--- src/rtl/display_scan_controller.sv ---
// display_scan_controller: time-multiplexed scan of a packed digit word
// onto one shared hex-to-7-segment decoder, with guard gaps, blank and blink.
module display_scan_controller #(
    parameter int DIGITS       = 6,
    parameter int SHOW_CYCLES  = 2000,
    parameter int GUARD_CYCLES = 50,
    parameter int BLINK_FRAMES = 100
) (
    input  logic                  clock,
    input  logic                  reset,
    input  logic [4*DIGITS-1:0]   digits_in,
    input  logic [DIGITS-1:0]     blank_mask,
    input  logic [DIGITS-1:0]     blink_mask,
    output logic [3:0]            binary_out,
    output logic                  _enable_out,
    output logic [DIGITS-1:0]     digit_sel_out,
    output logic                  frame_start
);

    localparam int MAXC = (SHOW_CYCLES > GUARD_CYCLES) ? SHOW_CYCLES
                                                       : GUARD_CYCLES;
    localparam int CW = $clog2(MAXC + 1);
    localparam int IW = $clog2(DIGITS);
    localparam int BW = $clog2(BLINK_FRAMES + 1);

    typedef enum logic {
        SHOW,
        GUARD
    } state_t;

    state_t                state;
    logic [CW-1:0]         cnt;
    logic [IW-1:0]         idx;
    logic [4*DIGITS-1:0]   snap_digits;
    logic [DIGITS-1:0]     snap_blank;
    logic [DIGITS-1:0]     snap_blink;
    logic [BW-1:0]         blink_cnt;
    logic                  phase;
    logic                  started;

    logic                  terminal;
    logic                  wrap;
    logic [IW-1:0]         idx_n;
    logic [4*DIGITS-1:0]   digits_n;
    logic [DIGITS-1:0]     blank_n;
    logic [DIGITS-1:0]     blink_n;
    logic [3:0]            nib_n;
    logic                  en_n;
    logic [BW-1:0]         blink_cnt_n;
    logic                  phase_n;

    // Next-digit selection; at a frame wrap the fresh inputs are used
    // directly since the snapshot loads on the same edge.
    always_comb begin
        terminal    = (state == SHOW) ? (cnt == CW'(SHOW_CYCLES - 1))
                                      : (cnt == CW'(GUARD_CYCLES - 1));
        wrap        = terminal && (state == GUARD)
                      && (idx == IW'(DIGITS - 1));
        idx_n       = wrap ? '0 : idx + IW'(1);
        digits_n    = wrap ? digits_in  : snap_digits;
        blank_n     = wrap ? blank_mask : snap_blank;
        blink_n     = wrap ? blink_mask : snap_blink;
        blink_cnt_n = blink_cnt;
        phase_n     = phase;
        if (wrap && started) begin
            if (blink_cnt == BW'(BLINK_FRAMES - 1)) begin
                blink_cnt_n = '0;
                phase_n     = ~phase;
            end else begin
                blink_cnt_n = blink_cnt + BW'(1);
            end
        end
        nib_n = digits_n[{idx_n, 2'b00} +: 4];
        en_n  = blank_n[idx_n] | (blink_n[idx_n] & phase_n);
    end

    // Scan FSM with registered decoder and select outputs.
    always_ff @(posedge clock or posedge reset) begin
        if (reset) begin
            state         <= GUARD;
            cnt           <= '0;
            idx           <= IW'(DIGITS - 1);
            snap_digits   <= '0;
            snap_blank    <= '0;
            snap_blink    <= '0;
            blink_cnt     <= '0;
            phase         <= 1'b0;
            started       <= 1'b0;
            binary_out    <= 4'h0;
            _enable_out   <= 1'b1;
            digit_sel_out <= '1;
            frame_start   <= 1'b0;
        end else begin
            frame_start <= 1'b0;
            if (terminal) begin
                cnt <= '0;
                if (state == SHOW) begin
                    state         <= GUARD;
                    digit_sel_out <= '1;
                    _enable_out   <= 1'b1;
                end else begin
                    state         <= SHOW;
                    idx           <= idx_n;
                    digit_sel_out <= ~(DIGITS'(1) << idx_n);
                    binary_out    <= nib_n;
                    _enable_out   <= en_n;
                    frame_start   <= wrap;
                    if (wrap) begin
                        snap_digits <= digits_in;
                        snap_blank  <= blank_mask;
                        snap_blink  <= blink_mask;
                        blink_cnt   <= blink_cnt_n;
                        phase       <= phase_n;
                        started     <= 1'b1;
                    end
                end
            end else begin
                cnt <= cnt + CW'(1);
            end
        end
    end

endmodule

--- config.mk ---
export PLATFORM = sky130hd
export DESIGN_NAME = display_scan_controller
export DESIGN_NICKNAME = d
export VERILOG_FILES = /design/src/rtl/display_scan_controller.sv
export SDC_FILE = /design/constraint.sdc
export NUM_CORES = 1
export LEC_CHECK = 0
export ABC_AREA = 0
export CORE_MARGIN = 5
export CORE_UTILIZATION = 30
export CTS_CLUSTER_SIZE = 25
export DETAILED_ROUTE_END_ITERATION = 6
export HOLD_SLACK_MARGIN = 0.1
export PLACE_DENSITY_LB_ADDON = 0.15
export SLEW_MARGIN = 10
export SYNTH_ARGS = -nofsm -noshare
export SYNTH_HDL_FRONTEND = slang
export SYNTH_SLANG_ARGS = --single-unit
--- constraint.sdc ---
create_clock -name clock -period 2.05 [get_ports clock]
set_input_delay 0.205 -clock clock [delete_from_list [all_inputs] [get_ports clock]]
set_output_delay 0.205 -clock clock [all_outputs]
set_load 0.01 [all_outputs]
**Word-level counts from Yosys, hierarchy flattened**

Cells that the tools add are included.

- Word-level logic and storage cells: 51
- Flip-flop bits (word level): 72
- Output and inout bits: 12

- Bitwise gates (word level): 4
- Reduce and logical (&&, ||, !) cells: 6
- Shift operators: 2
- Equal/unequal tests: 4
- Order comparisons: 1
- Multiplexer cells: 18
- Add/subtract/negate cells: 3

Operators by type and width:

| operator | count |
|---|---|
| 2-to-1 mux 24 bit | 1 |
| indexed part select 24 x 6 -> 4 bit | 1 |
| 2-to-1 mux 6 bit | 3 |
| adder 11 x 1 -> 11 bit, second input constant | 1 |
| == test 11 bit, second input constant | 1 |
| == test 11 x 6 -> 1 bit, second input constant | 1 |
| 2-to-1 mux 11 bit | 1 |
| 2-to-1 mux 1 bit | 9 |
| adder 7 x 1 -> 7 bit, second input constant | 1 |
| == test 7 bit, second input constant | 1 |
| 2-to-1 mux 7 bit | 1 |
| binary-select mux 1 bit (select 3 bit) | 2 |
| NOT 6 bit | 1 |
| left shift 1 x 3 -> 6 bit, first input constant | 1 |
| less-than comparator 3 x 4 -> 1 bit, second input constant | 1 |
| AND reduction 4 bit | 1 |
| adder 3 x 1 -> 3 bit, second input constant | 1 |
| == test 3 bit, second input constant | 1 |
| logical AND 1 bit | 3 |
| 2-to-1 mux 3 bit | 1 |
| AND reduction 3 bit | 1 |
| AND reduction 2 bit | 1 |
| AND 1 bit | 1 |
| NOT 1 bit | 1 |
| OR 1 bit | 1 |

**Longest topological paths before layout**

Gate-level depths: netlist of the first run.

- Depth after elaboration: 10
- Depth in mapped cells: 9
- Depth with buffers taken out: 8

**Worst setup path after synthesis of the first run**

Ideal clock, no wire load.

- Path type: flip-flop to flip-flop
- Start: register idx[0]
- End: register binary_out[0]
- Arrival: 2.031 ns
- Stages on the path, launching flop included: 10
- Clock period less this slack: 2.166 ns
- Setup slack: -0.116 ns
- Data required time: 1.914 ns
- Cell sequence: dfstp_2 > buf_2 > inv_1 > ha_1 > clkbuf_1 > mux4_2 > nand2_1 > o311ai_0 > o21ai_0 > o21ai_0

- Cells in the longest elaborated chain, start to end: 4
- Elaborated cells on any way between the ends: 6
- Classes of those cells: 1 x add/sub; 1 x eq/ne; 1 x shift; 2 x mux; 1 x reduce/logical

Ends and longest elaborated chain:

| item | line | RTL |
|---|---|---|
| start, declared | 33 | `logic [IW-1:0] idx;` |
| start signal, assigned | 82 | `idx <= IW'(DIGITS - 1);` |
| start signal, assigned | 103 | `idx <= idx_n;` |
| branches (longest 3 deep; another with adder 3 x 1 -> 3 bit) | -- |  |
| indexed part select 24 x 6 -> 4 bit * | 73 | `nib_n = digits_n[{idx_n, 2'b00} +: 4];` |
| end signal, assigned | 105 | `binary_out <= nib_n;` |
| end, declared | 14 | `output logic [3:0] binary_out,` |

Every way passes the cells marked *.
A chain may end at the register's enable or synchronous reset.

**Final worst setup path of the first run**

- Start: register state
- End: register snap_blank[0]

- Cells in the longest elaborated chain, start to end: 4
- Elaborated cells on any way between the ends: 5
- Classes of those cells: 2 x mux; 3 x reduce/logical

Ends and longest elaborated chain:

| item | line | RTL |
|---|---|---|
| start, declared | 31 | `state_t state;` |
| start signal, assigned | 80 | `state <= GUARD;` |
| start signal, assigned | 98 | `state <= GUARD;` |
| start signal, assigned | 102 | `state <= SHOW;` |
| 2-to-1 mux 1 bit | 55 | `terminal = (state == SHOW) ? (cnt == CW'(SHOW_CYCLES - 1))` |
| logical AND 1 bit | 57 | `wrap = terminal && (state == GUARD)` |
| logical AND 1 bit | 58 | `&& (idx == IW'(DIGITS - 1));` |
| 2-to-1 mux 6 bit | -- |  |
| end signal, assigned | 110 | `snap_blank <= blank_mask;` |
| end, declared | 35 | `logic [DIGITS-1:0] snap_blank;` |

Parallel ways exist; a longest one is shown, timed or not.

==> metrics.txt, run 1 <==
first-pass GRT wire length=14060 µm; critical path class=flop to flop; chip width=117.2 µm; DRT Pass-1 Iters=6; DP Worst Slack=-0.1822 ns; total gr overflow=0; # IOs=50; Placeable Area=0.01132 mm²; Synth Instances=355; Synth cell types=46; mean area per synthesized cell=9.703 µm²; Mapped Area=0.003445 mm²; clock skew=0.007117 ns; post-DP HPWL=5913 µm; Critical Path RT=2.26 ns; clock share of power=52.7%; RePlAce Congestion=0.7567; Seq/Total Area, Yosys=52.67%; CTS Sinks=72; status=complete, but fails checks; Post-DP Area=0.004290 mm²; synth warn=0; CP Capture Type=flop; via density per instance=4.689; worst reg-to-reg setup slack=-0.06 ns; post-route antenna net violation count=0; FF-to-FF path depth=6; die area=0.01373 mm²; type of origin of the critical path=flop; cell area after layout=0.004762 mm²; root buf cell=clkbuf_16; worst-margin pin slew=0.4689 ns; Area Growth Syn to Fin=38.25%; final setup margin=-0.05813 ns; Layout fillers=1148; share of power burned in registers=43.6%; chip height=117.2 µm; Leakage=2.000 nW; Clk Latency, worst-skew pair=0.33 ns; worst min path class=input pin to async pin; cell-internal power=2.671 mW; Max-slew headroom=68.48%; Post-synth EDFFs=0; main flop type after synthesis=dfrtp_1; Net Sw Frac=18.68%; final period demand of the worst path=2.108 ns; failing checks=negative setup slack; initial antenna violation count=0; TritonCTS clock tree=yes; ANT cells=0; Worst Hold Margin=0.2869 ns; setup TNS=-0.5225 ns; Setup violations, final=28; crit-path max FO=13; Comb pwr share=3.7%; fmax=474.4 MHz; CP arrival=2.32 ns; H-tree Lvls=3; Post-CTS Hold Fix Bufs=0; cts bufs inserted=9; DRT Wirelength=8413 µm; Site Rows=39; max-slew violations=0; initial DRC count=132; RSZ-0062 raised after global routing=true; Initial Util=30.43%; vias=2715; vias in the first global route=2877; Switch Pwr=0.6134 mW; Port Buf Inserts=49; nets=475; r2r endpoint=snap_blank[0]; largest net degree at the start of global routing=73; CTS Buffer Depth=2; peak supply drop=0.5922 mV; routed len/inst=14.53 µm; Power Dens Cells=689.6 mW/mm²; # DRC=0; Global Route Usage Sum=13.10%; Final Hold Viols=0; r2r startpoint=state; syn_nets=399; fraction of layout cells with a size suffix above 1=21.33%; max-cap viol count=0; CTS clock-pin slew for the worst setup and hold paths=0.06 ns; Final period util=102.8%; total of flip-flops plus latches after synthesis=72; async set or reset register ratio after synthesis=100.0%
## cells in the mapped netlist, types with 2 or more instances
cell      number  area [µm²]
mux4_2         4       90.09
xnor2_1        7       61.31
clkbuf_1       6       22.52
nand4_1        2       12.51
and2_1         2       12.51
o31ai_1        4       30.03
nand3_1       10       50.05
ha_1           6       75.07
a211oi_1       3       22.52
mux2i_1        5       50.05
xor2_1         7       61.31
mux2_2         9       101.4
a41oi_1        2       17.52
a21oi_1        6       30.03
dfstp_2       10       262.8
nor2_1        25       93.84
a31oi_1        4       25.02
o311ai_0       4       35.03
nand2b_1       2       12.51
buf_2         10       50.05
o21ai_0       17       85.08
dfrtp_1       62        1551
nand2_1      113       424.2
and3_1         3       18.77
nor3_1         4       20.02
inv_1          8       30.03
## cell usage in the layout, fill, tap and decap left out, drive strengths merged, types with 3 or more instances in the layout
cell	Yosys	routed
a21oi	6	6
o31ai	4	4
clkbuf	6	14
buf	12	34
nor3	4	4
mux4	4	4
nand2	113	113
and3	3	3
a31oi	4	4
mux2	9	9
clkdlybuf4s50	0	49
dfrtp	62	62
o21ai	18	18
nand3	10	10
inv	8	8
nor2	25	25
dfstp	10	10
xnor2	7	7
xor2	7	7
ha	6	6
o311ai	4	4
a211oi	3	3
mux2i	5	5
## worst max-delay path by stage
stage                     slack [ns]  depth (start not counted)  start         endpoint
after detailed placement       -0.18                          6  state     blink_cnt[5]
after CTS                      -0.01                          6  state     blink_cnt[4]
after global routing           -0.13                          6  state     blink_cnt[4]
final                          -0.06                          6  state    snap_blank[0]
after global placement         -0.07                          6  state     blink_cnt[4]
after floorplan                -0.07                          8  state  snap_digits[10]
## stage by stage
| stage | utilization, % | instances | power (mW) |
|---|---|---|---|
| after global placement | 37.90 | 561 | 1.582 |
| after CTS | 41.01 | 577 | 3.337 |
| after global routing | 42.06 | 579 | 3.396 |
| final | 42.06 | 579 | 3.284 |
| after detailed placement | 37.90 | 561 | 1.581 |
| after floorplan | - | 355 | 1.489 |
## state kept, by name (all words and copies together), names as in the netlist
signal,count
snap_blink,6
cnt,11
digit_sel_out,6
idx,3
snap_digits,24
state,1
blink_cnt,7
snap_blank,6
_enable_out,1
binary_out,4
started,1
frame_start,1
phase,1
## layout make-up
cell class,count,area [µm²],area share [%]
clock buffer,14,274.0,5.754
sequential,72,1814,38.10
inverter,8,30.03,0.6306
timing repair buffer,83,793.3,16.66
clock inverter,2,60.06,1.261
tap,143,178.9,3.757
multi-input combinational,257,1612,33.84
## power groups by stage
| stage | clock, mW | sequential (mW) | combinational [mW] |
|---|---|---|---|
| after global routing | 1.83 | 1.43 | 0.136 |
| final | 1.73 | 1.43 | 0.122 |
| after detailed placement | 0 | 1.46 | 0.126 |
| after global placement | 0 | 1.46 | 0.127 |
| after CTS | 1.78 | 1.43 | 0.127 |
| after floorplan | 0 | 1.45 | 0.0352 |
## worst max-delay path: stages, from the launching register on
cell     delay, ns
dfstp_2       0.53
or4b_4        0.48
nor4_4        0.30
buf_4         0.18
o21ai_4       0.08
buf_8         0.16
mux2_2        0.26
## cells by family (layout without fill, tap and decap cells)
| group | count (synthesis) | count (layout) | share of synthesized area [%] |
|---|---|---|---|
| and+or+nand+nor | 171 | 171 | 21.83 |
| adders and majority gates | 6 | 6 | 2.179 |
| buffers and inverters | 26 | 107 | 3.306 |
| muxes | 18 | 18 | 7.011 |
| xor gates and xnor gates | 14 | 14 | 3.560 |
| DFF | 72 | 72 | 52.67 |
| AOI/OAI and AO/OA | 48 | 48 | 9.444 |
## what timing repair did
item	CTS	global route
setup endpoints to repair	42	49
buffers inserted	0	2
gates resized for setup	5	26
pin swaps	4	5
## layer usage
| layer | GRT usage (%) | up-vias | part of all wire [%] | wire [µm] |
|---|---|---|---|---|
| met3 | 3.907 | 8 | 4.2 | 356 |
| met1 | 17.40 | 1299 | 45 | 3817 |
| met4 | 3.211 | 0 | 0.88 | 74 |
| met2 | 21.08 | 53 | 50 | 4165 |
| met5 | 0 | - | 0 | 0 |
| li1 | - | 1355 | - | - |
Note: power is estimated with default switching activity, not from simulation.
==> run 2, diff against run 1 <==
--- a/config.mk
+++ b/config.mk
@@ -6,7 +6,7 @@
 export NUM_CORES = 1
 export LEC_CHECK = 0
 export ABC_AREA = 0
-export CORE_MARGIN = 5
+export CORE_MARGIN = 8
 export CORE_UTILIZATION = 30
 export CTS_CLUSTER_SIZE = 25
 export DETAILED_ROUTE_END_ITERATION = 6
==> metrics.txt, run 2 (synthesis gave the netlist of run 1 again) <==
status=complete, but fails checks; failing checks=negative setup slack; Max-slew headroom=74.60% (+6.1 points); post-route antenna net violation count=0 (unchanged); commonest cells after routing, fill and taps aside=113 x nand2_1, 62 x dfrtp_1, 49 x clkdlybuf4s50_1; Initial Util=30.43% (unchanged); Leakage=1.975 nW (-1.2%); Final Hold Viols=0 (unchanged); DRT Pass-1 Iters=4 (-2); vias in the first global route=2882 (+0.17%); placed cell count=558 (-0.53%); CTS clock-pin slew for the worst setup and hold paths=0.06 ns (about the same); CTS Sinks=72 (unchanged); routed len/inst=14.75 µm (+1.5%); total gr overflow=0 (unchanged); first-pass GRT wire length=14100 µm (+0.34%); chip width=123.2 µm (+5.1%); final setup margin=-0.02136 ns (+0.03677 ns); Area Growth Syn to Fin=35.49%; Power Dens Cells=664.4 mW/mm² (-3.7%); root buf cell=clkbuf_16; CP arrival=2.30 ns (-0.02 ns); worst-margin pin slew=0.3797 ns (-0.08912 ns); final std cells w/o fill=578 (-0.17%); Layout fillers=1166 (+1.6%); Global Route Usage Sum=11.89% (-1.2 points); vias=2748 (+1.2%); Critical Path RT=2.28 ns (+0.02 ns); # IOs=50 (unchanged); max-cap viol count=0 (unchanged); peak supply drop=0.3372 mV (-43%); via density per instance=4.754 (+1.4%); Post-DP Area=0.004305 mm² (+0.35%); critical path class=flop to flop; RSZ-0062 raised after global routing=true; Reg area=0.001814 mm² (unchanged); r2r startpoint=state; TritonCTS clock tree=yes; fmax=482.8 MHz (+1.8%); nets=474 (-0.21%); worst min path class=input pin to async pin; CTS Buffer Depth=2 (unchanged); crit-path max FO=9 (-4); type of origin of the critical path=flop; Final period util=101.0% (-1.8 points); cell area after layout=0.004667 mm² (-2.0%); Post-CTS Hold Fix Bufs=0 (unchanged); CP Capture Type=flop; DRT Wirelength=8527 µm (+1.4%); initial antenna violation count=0 (unchanged); most common cell after layout, fill and taps aside=nand2_1; Setup violations, final=3 (-89%); Clk Latency, worst-skew pair=0.33 ns (about the same); largest net degree at the start of global routing=58 (-21%); critical path startpoint=state; final period demand of the worst path=2.071 ns (-0.03677 ns); post-DP HPWL=6133 µm (+3.7%); RePlAce Congestion=0.7719 (+2.0%); ANT cells=0 (unchanged); fraction of layout cells with a size suffix above 1=20.00% (-1.3 points); H-tree Lvls=3 (unchanged); multi-input logic area=0.001567 mm² (-2.8%); Site Rows=39 (unchanged); Port Buf Inserts=49 (unchanged); # DRC=0 (unchanged); initial DRC count=91 (-31%); total power=3.101 mW (-5.6%); die area=0.01517 mm² (+11%); clock skew=0.005644 ns (-0.001473 ns); max-slew violations=0 (unchanged); chip height=123.2 µm (+5.1%); Largest register FFs=24 (unchanged); cts bufs inserted=9 (unchanged); Placeable Area=0.01132 mm² (unchanged); Largest Register=snap_digits; biggest regs=snap_digits x24, cnt x11, blink_cnt x7
[run 2: changes by cell type in the layout (fill, tap and decap cells not counted), sizes merged]
cell and change:
buf -1, bufinv -1, clkbuf -2, clkinv +3
[run 2: stage by stage]
| step | setup WS [ns] | hold slack [ns] | TNS, ns | utilization (%) |
|---|---|---|---|---|
| CTS | 0.0007985 | 0.1817 | 0 | 40.65 |
| floorplan | -0.07038 | 0.3104 | -2.360 | - |
| finish | -0.02136 | 0.1733 | -0.04077 | 41.22 |
| global route | -0.1148 | 0.2138 | -1.773 | 41.22 |
| detailed placement | -0.05776 | 0.4610 | -0.3293 | 38.03 |
| global placement | -0.02254 | 0.4554 | -0.02254 | 38.03 |
[run 2: worst max-delay path: stages (launching register included)]
cell and delay, ns:
dfstp_2 0.52, or4b_4 0.48, nor4_4 0.26, buf_4 0.18, o211ai_4 0.09, buf_12 0.15
o41ai_2 0.29
[run 2: area by class of cell]
| type | instances | area share, % |
|---|---|---|
| sequential | 72 | 38.87 |
| multi-input combinational | 257 | 33.57 |
| timing repair buffer | 82 | 16.84 |
| clock buffer | 12 | 5.281 |
| tap | 143 | 3.834 |
| clock inverter | 4 | 0.9651 |
| inverter | 8 | 0.6434 |
[run 2: report_power, final]
part	switching, mW	internal [mW]
sequential	0.00274	1.43
combinational	0.0476	0.0767
clock	0.576	0.970
[run 2: what timing repair did]
item                       4_1_cts  5_1_grt
cloned                           0        1
setup endpoints to repair        9       43
gates resized for setup          1       15
pin swaps                        1        4
setup buffers                    0        3
[run 2: metal layers]
metal	vias to the layer above	part of all wire (%)	GRT usage, %
met2	56	48	19.47
met4	0	1.2	3.612
met3	8	4.0	3.242
li1	1355	-	-
met5	-	0	0
met1	1329	47	15.01
[run 2: worst paths after layout]
path | slack [ns] | depth (start not counted) | endpoint
max reg2reg | -0.02 | 6 | blink_cnt[5]
max | -0.02 | 6 | blink_cnt[5]
min in group clock | 0.40 | 3 | snap_digits[21]
min | 0.17 | 2 | blink_cnt[3]
min reg2reg | 0.47 | 2 | snap_digits[8]
max in group asynchronous | 1.19 | 3 | digit_sel_out[4]
